--- src/rtl/matmul2x2_seq.sv ---
// matmul2x2_seq: sequential 2x2 matrix multiply, one shared MAC per cycle.
// Operands are snapshotted on the active rising edge; C is held for display.
module matmul2x2_seq #(
  parameter int W  = 4,
  parameter int CW = 2*W+1
) (
  input  logic          clk,
  input  logic          nRST,
  input  logic [W-1:0]  A00,
  input  logic [W-1:0]  A01,
  input  logic [W-1:0]  A10,
  input  logic [W-1:0]  A11,
  input  logic [W-1:0]  B00,
  input  logic [W-1:0]  B01,
  input  logic [W-1:0]  B10,
  input  logic [W-1:0]  B11,
  input  logic          active,
  input  logic          clear,
  output logic [CW-1:0] C00,
  output logic [CW-1:0] C01,
  output logic [CW-1:0] C10,
  output logic [CW-1:0] C11,
  output logic          busy,
  output logic          valid,
  output logic          done
);

  typedef enum logic [1:0] {
    IDLE = 2'd0,
    MUL  = 2'd1,
    DONE = 2'd2
  } state_t;

  state_t          state_q;
  logic [2:0]      step_q;
  logic [2:0]      step_d;
  logic [2*W-1:0]  acc_q;
  logic            active_q;
  logic [W-1:0]    a_q [4];
  logic [W-1:0]    b_q [4];
  logic [CW-1:0]   c_q [4];
  logic            busy_q;
  logic            valid_q;
  logic            done_q;

  logic            start;
  logic            row;
  logic            col;
  logic            t;
  logic [1:0]      elem;
  logic [W-1:0]    op_a;
  logic [W-1:0]    op_b;
  logic [2*W-1:0]  prod;
  logic [CW-1:0]   sum_d;

  // Operand select and the single shared multiplier for the current step.
  always_comb begin
    start  = active & ~active_q;
    row    = step_q[2];
    col    = step_q[1];
    t      = step_q[0];
    elem   = step_q[2:1];
    op_a   = a_q[{row, t}];
    op_b   = b_q[{t, col}];
    prod   = {{W{1'b0}}, op_a} * {{W{1'b0}}, op_b};
    sum_d  = CW'(acc_q) + CW'(prod);
    step_d = step_q + 3'd1;
  end

  // Control FSM, MAC datapath and registered status outputs.
  always_ff @(posedge clk) begin
    if (!nRST) begin
      state_q  <= IDLE;
      step_q   <= 3'd0;
      acc_q    <= '0;
      active_q <= 1'b0;
      busy_q   <= 1'b0;
      valid_q  <= 1'b0;
      done_q   <= 1'b0;
      for (int i = 0; i < 4; i++) begin
        a_q[i] <= '0;
        b_q[i] <= '0;
        c_q[i] <= '0;
      end
    end else begin
      active_q <= active;
      done_q   <= 1'b0;
      if (clear) begin
        state_q <= IDLE;
        step_q  <= 3'd0;
        acc_q   <= '0;
        busy_q  <= 1'b0;
        valid_q <= 1'b0;
        for (int i = 0; i < 4; i++) begin
          c_q[i] <= '0;
        end
      end else begin
        unique case (state_q)
          IDLE: begin
            if (start) begin
              a_q[0]  <= A00;
              a_q[1]  <= A01;
              a_q[2]  <= A10;
              a_q[3]  <= A11;
              b_q[0]  <= B00;
              b_q[1]  <= B01;
              b_q[2]  <= B10;
              b_q[3]  <= B11;
              step_q  <= 3'd0;
              state_q <= MUL;
              busy_q  <= 1'b1;
            end
          end
          MUL: begin
            if (!t) begin
              acc_q <= prod;
            end else begin
              c_q[elem] <= sum_d;
            end
            if (step_q == 3'd7) begin
              step_q  <= 3'd0;
              state_q <= DONE;
              busy_q  <= 1'b0;
              valid_q <= 1'b1;
              done_q  <= 1'b1;
            end else begin
              step_q <= step_d;
            end
          end
          DONE: begin
            if (!active) begin
              state_q <= IDLE;
              valid_q <= 1'b0;
            end
          end
          default: begin
            state_q <= IDLE;
            busy_q  <= 1'b0;
            valid_q <= 1'b0;
          end
        endcase
      end
    end
  end

  assign C00   = c_q[0];
  assign C01   = c_q[1];
  assign C10   = c_q[2];
  assign C11   = c_q[3];
  assign busy  = busy_q;
  assign valid = valid_q;
  assign done  = done_q;

endmodule
--- config.mk ---
export PLATFORM = sky130hd
export DESIGN_NAME = matmul2x2_seq
export DESIGN_NICKNAME = d
export VERILOG_FILES = /design/src/rtl/matmul2x2_seq.sv
export SDC_FILE = /design/constraint.sdc
export NUM_CORES = 1
export LEC_CHECK = 0
export BUFFER_PORTS_ARGS = -buffer_cell sky130_fd_sc_hd__buf_2
export CORE_ASPECT_RATIO = 2
export CORE_UTILIZATION = 55
export DETAILED_ROUTE_END_ITERATION = 8
export HOLD_SLACK_MARGIN = 0.03
export MAX_ROUTING_LAYER = met4
export PLACE_DENSITY = 0.82
export REMOVE_ABC_BUFFERS = 1
export SYNTH_ARGS = -nofsm -noshare
export SYNTH_HDL_FRONTEND = slang
export SYNTH_SLANG_ARGS = --single-unit
export TNS_END_PERCENT = 30
--- constraint.sdc ---
create_clock -name clk -period 12.05 [get_ports clk]
set_input_delay 0 -clock clk [delete_from_list [all_inputs] [get_ports clk]]
set_output_delay 0 -clock clk [all_outputs]
set_load 0.01 [all_outputs]
# [Yosys cells after proc, flatten, opt, wreduce, memory -nomap -nowiden]
# Memories as Yosys holds them, arrays and structs flattened. A register that Yosys moved wholly into a read port is not among the register bits.
# Index checks and enable logic that the tools add are counted.
[op_classes] n_eq_ne=6 n_mux=47 add_sub_neg=2 bitwise=19 n_mul=1 n_reduce_logical=10
[op_table] operator="2-to-1 mux 9 bit" count=5
[op_table] operator="2-to-1 mux 4 bit" count=8
[op_table] operator="2-to-1 mux 1 bit" count=20
[op_table] operator="2-to-1 mux 2 bit" count=8
[op_table] operator="OR 1 bit" count=12
[op_table] operator="adder 8 x 8 -> 9 bit" count=1
[op_table] operator="AND reduction 3 bit" count=3
[op_table] operator="OR reduction 9 bit" count=1
[op_table] operator="multiplier 4 x 4 -> 8 bit" count=1
[op_table] operator="2-to-1 mux 3 bit" count=2
[op_table] operator="inequality test 2 bit (second input constant)" count=3
[op_table] operator="NOT 1 bit" count=6
[op_table] operator="one-hot mux 1 bit (3 select lines)" count=2
[op_table] operator="one-hot mux 2 bit (3 select lines)" count=1
[op_table] operator="one-hot mux 3 bit (2 select lines)" count=1
[op_table] operator="AND reduction 2 bit" count=2
[op_table] operator="adder 3 x 1 -> 3 bit (second input constant)" count=1
[op_table] operator="== test 3 bit (second input constant)" count=1
[op_table] operator="OR reduction 3 bit" count=1
[op_table] operator="== test 2 x 1 -> 1 bit (second input constant)" count=1
[op_table] operator="== test 2 bit (second input constant)" count=1
[op_table] operator="zero test 2 bit" count=1
[op_table] operator="nonzero test 2 bit" count=1
[op_table] operator="OR reduction 2 bit" count=1
[op_table] operator="bitwise AND 1 bit" count=1
[totals] memories=3 word_cells=95 inputBits=36 ff_bits=17 out_inout_bits=39 ramBits=68
[memory_table] memory="c_q" words=4 word_bits=9 read_ports=4 rd_clocked_by_memory_dff=0 write_ports=4 line="41" source="logic [CW-1:0] c_q [4];"
[memory_table] memory="a_q" words=4 word_bits=4 read_ports=1 rd_clocked_by_memory_dff=1 write_ports=4 line="39" source="logic [W-1:0] a_q [4];"
[memory_table] memory="b_q" words=4 word_bits=4 read_ports=1 rd_clocked_by_memory_dff=1 write_ports=4 line="40" source="logic [W-1:0] b_q [4];"

# [Longest topological paths before layout]
[logic_depth] ltp_word=8 depth_mapped=17 depth_no_buf=16

# [Least setup slack after synthesis]
# Ideal clock, no wire load.
[synth_timing] kind="flip-flop to flip-flop" start="register (tool-made name)" end="memory c_q[0][8] in the netlist's numbering, data pin" setup_ns=0.276 stages_incl_launch_ff=15 arrival_time_ns=3.806 t_required_ns=11.774 n_path_buf=1 slack_ns=7.968 period_less_slack_ns=4.082 path_cell_list="dfxtp_1 > buf_2 > mux4_2 > nand2_1 > fa_1 > inv_1 > fa_1 > inv_1 > fa_1 > xnor2_1 > ha_1 > a21oi_1 > o22ai_1 > o41ai_1 > nor2_1"
[synth_lines] item="end: declaration" line="41"

==> impl_metrics.json <==
{
  "run_status": "complete, no violations",
  "gp_congestion": 0.8966,
  "drtPass1Iterations": 4,
  "viasPerCell": 5.405,
  "worst-r2r-setup-slack_ns": 7.06,
  "synth_cell_types": 44,
  "finalCriticalPeriod_ns": 4.994,
  "cp_max_fo": 8,
  "drt-initial-drc-count": 205,
  "grt-busiest-layer": "met2",
  "synth_commonest_cells": "edfxtp_1, and2_1, nor2_1",
  "arrival_ns": 5.05,
  "async_flop_share": 0,
  "cts_max_path_buffers": 2,
  "layout.area.seq_um2": 2442,
  "grt_pass1_vias": 3079,
  "htreeDepth": 3,
  "clock_latency_ns": 0.34,
  "r2r_cells": 14,
  "hp-class": "input port to register",
  "drv_cap": 0,
  "syn-instance-count": 341,
  "antenna_found_initial": 0,
  "ys.flop_type": "edfxtp_1",
  "fill_cells": 461,
  "rsz0062_at_grt": "false",
  "worstHoldPathCells": 4,
  "synth-edff-count": 68,
  "finalSetupViolCount": 0,
  "clk_pin_slew_ns": 0.06,
  "cp_slowest_cell": "o41ai_1",
  "portBuffers": 74,
  "crit_path_end_kind": "register",
  "grt_use_met3": 0.04710,
  "grt_overflow": 0,
  "cpPeakStageDelay_ns": 0.91,
  "drc_errors": 0,
  "power.leakage_uw": 0.002265,
  "ys_seq_elements": 88,
  "die_area_um2": 8056,
  "crit_buf_inv": 1,
  "worst_r2r_endpoint": "c_q[2][8]",
  "hold_viol": 0,
  "fin_nets": 514,
  "grt_usage": 0.2454,
  "slew_headroom": 0.2451,
  "slew_viol_final": 0,
  "synth_top_area_share": 0.4834,
  "ant_nets": 0,
  "cp_cell_sequence": "mux4_2 > nand2_1 > fa_1 > inv_1 > fa_1 > ha_1 > a21o_1 > a21oi_1 > xnor2_1 > ha_1 > nand3_1 > o22ai_1 > o41ai_1 > nor2_1",
  "cp-start-kind": "register",
  "syn-cell-area_um2": 4224,
  "num_antenna_cells": 0,
  "rows": 44,
  "synth_top_area_cell": "edfxtp_1",
  "path_class": "register to register",
  "start_util": 0.5769,
  "cts_made_buffers": 9,
  "die_w_um": 63.97,
  "wl_um": 8663,
  "ys_seq_area_frac": 0.5782,
  "ctsResizeCount": 0,
  "finalCritPeriodShare": 0.4145,
  "syn_to_final_growth_pct": 26.04,
  "num_vias": 2962,
  "ir_drop_mv": 0.1107,
  "grt_use_met1": 0.2067,
  "drive_above_1_share": 0.2456,
  "tritoncts": "done",
  "synthTopCellsByArea": "edfxtp_1, dfxtp_1, and2_1, ha_1, mux4_2",
  "met2_usage": 0.4656,
  "cts_root_buf": "clkbuf_16",
  "avgRoutedWirePerCell_um": 15.81,
  "multi_input_area_um2": 1675,
  "hold_path_end": "done",
  "setup_ws_ns": 7.056,
  "grt_max_degree": 33,
  "grt_pass1_wl_um": 14010,
  "tightest_slew_ns": 1.118,
  "finalClockSkew_ns": 0.007298,
  "yosysMostFrequentCell": "edfxtp_1",
  "cts_num_sinks": 88,
  "avgSynthCellArea_um2": 12.39,
  "post-place-ws_ns": 7.292,
  "timing.fmax_mhz": 200.2,
  "critPathRequiredTime_ns": 12.10,
  "yosysWarningCount": 0,
  "dieHeight_um": 125.9,
  "cp_top_family": "adder cells",
  "dpl.hpwl_um": 5861,
  "ios": 75,
  "finalSetupTns_ns": 0,
  "power.density_nw_per_um2": 132.6,
  "coreArea_um2": 7322,
  "hp-start": "nRST"
}
-- registers in the layout (all words and copies together) (netlist names), named ones only --
register  count
a_q          16
acc_q         8
active_q      1
b_q          16
busy          1
c_q          36
done          1
state_q       2
step_q        3
valid         1
-- final cells by class --
class	instances	area share
repair buffers	110	0.1363
clock inverters	6	0.01575
well taps	92	0.02162
flip-flops and latches	88	0.4588
clock buffers	10	0.04301
multi-input cells	228	0.3147
inverters	14	0.009871
-- what timing repair did --
action / 4_1_cts / 5_1_grt
hold buffers: 34 / 0
setup buffers: 0 / 0
hold endpoints to repair: 34 / 0
-- metal layers --
metal	routed length, um	part of all wire
met4	361	0.042
met2	5146	0.59
met3	355	0.041
met5	0	0
met1	2799	0.32
-- logic make-up after synthesis --
logic type	share of synthesized area
compound gates	0.06606
xor+xnor	0.01866
fa+ha+maj	0.08886
buf+inv	0.02607
flops	0.5782
mux	0.04265
simple gates	0.1795
-- cell usage in the layout (no fill, tap or decap), drive strengths merged, types with 2 or more instances in the layout --
cell          n
buf          76
edfxtp       68
and2         46
nor2         41
dlygate4sd3  34
ha           22
nand2        21
dfxtp        20
a21oi        18
inv          14
clkbuf       10
mux4          8
o21ai         7
nand3         7
xnor2         6
fa            5
nand2b        4
nor3          4
o211ai        4
clkinv        4
a21o          3
and3          3
xor2          3
or3b          3
nand4         3
a31oi         3
nor2b         2
a211oi        2
nand3b        2
bufinv        2
-- worst max path at each step --
| stage | to | startpoint | cells after the start |
|---|---|---|---|
| floorplan | c_q[0][8] | register | 14 |
| finish | c_q[2][8] | register | 14 |
| detailed placement | c_q[1][8] | register | 14 |
| CTS | c_q[1][8] | register | 14 |
| global placement | c_q[3][8] | register | 14 |
| global route | c_q[3][8] | register | 13 |
-- worst reg2reg max path: cells and delay by family (launching register included) --
family | cells | cell delay (ns)
AND/OR/NAND/NOR | 3 | 0.36
adder cells (fa/ha/maj) | 4 | 1.46
buffers and inverters | 1 | 0.10
multiplexers | 1 | 0.61
AO/OA/AOI/OAI | 4 | 1.44
flip-flops | 1 | 0.59
XOR/XNOR | 1 | 0.16
-- power by group --
part / switching [uW] / internal, uW / total [uW]
registers: 4.44 / 340 / 344
clock network: 111 / 181 / 292
logic: 39.2 / 31.0 / 70.2
-- stage by stage --
step / cell area [um2] / util / total power [uW] / std cells / hold slack, ns
after floorplan: 4167 / - / 388.2 / 330 / 0.1217
after global routing: 5324 / 0.7271 / 728.1 / 548 / 0.2063
after detailed placement: 4671 / 0.6379 / 410.8 / 498 / 0.2599
final: 5324 / 0.7271 / 706.0 / 548 / 0.1824
after global placement: 4671 / 0.6379 / 408.5 / 498 / 0.2443
after CTS: 5324 / 0.7271 / 705.3 / 548 / 0.1762
No activity file was read; power rests on OpenSTA's default activity.
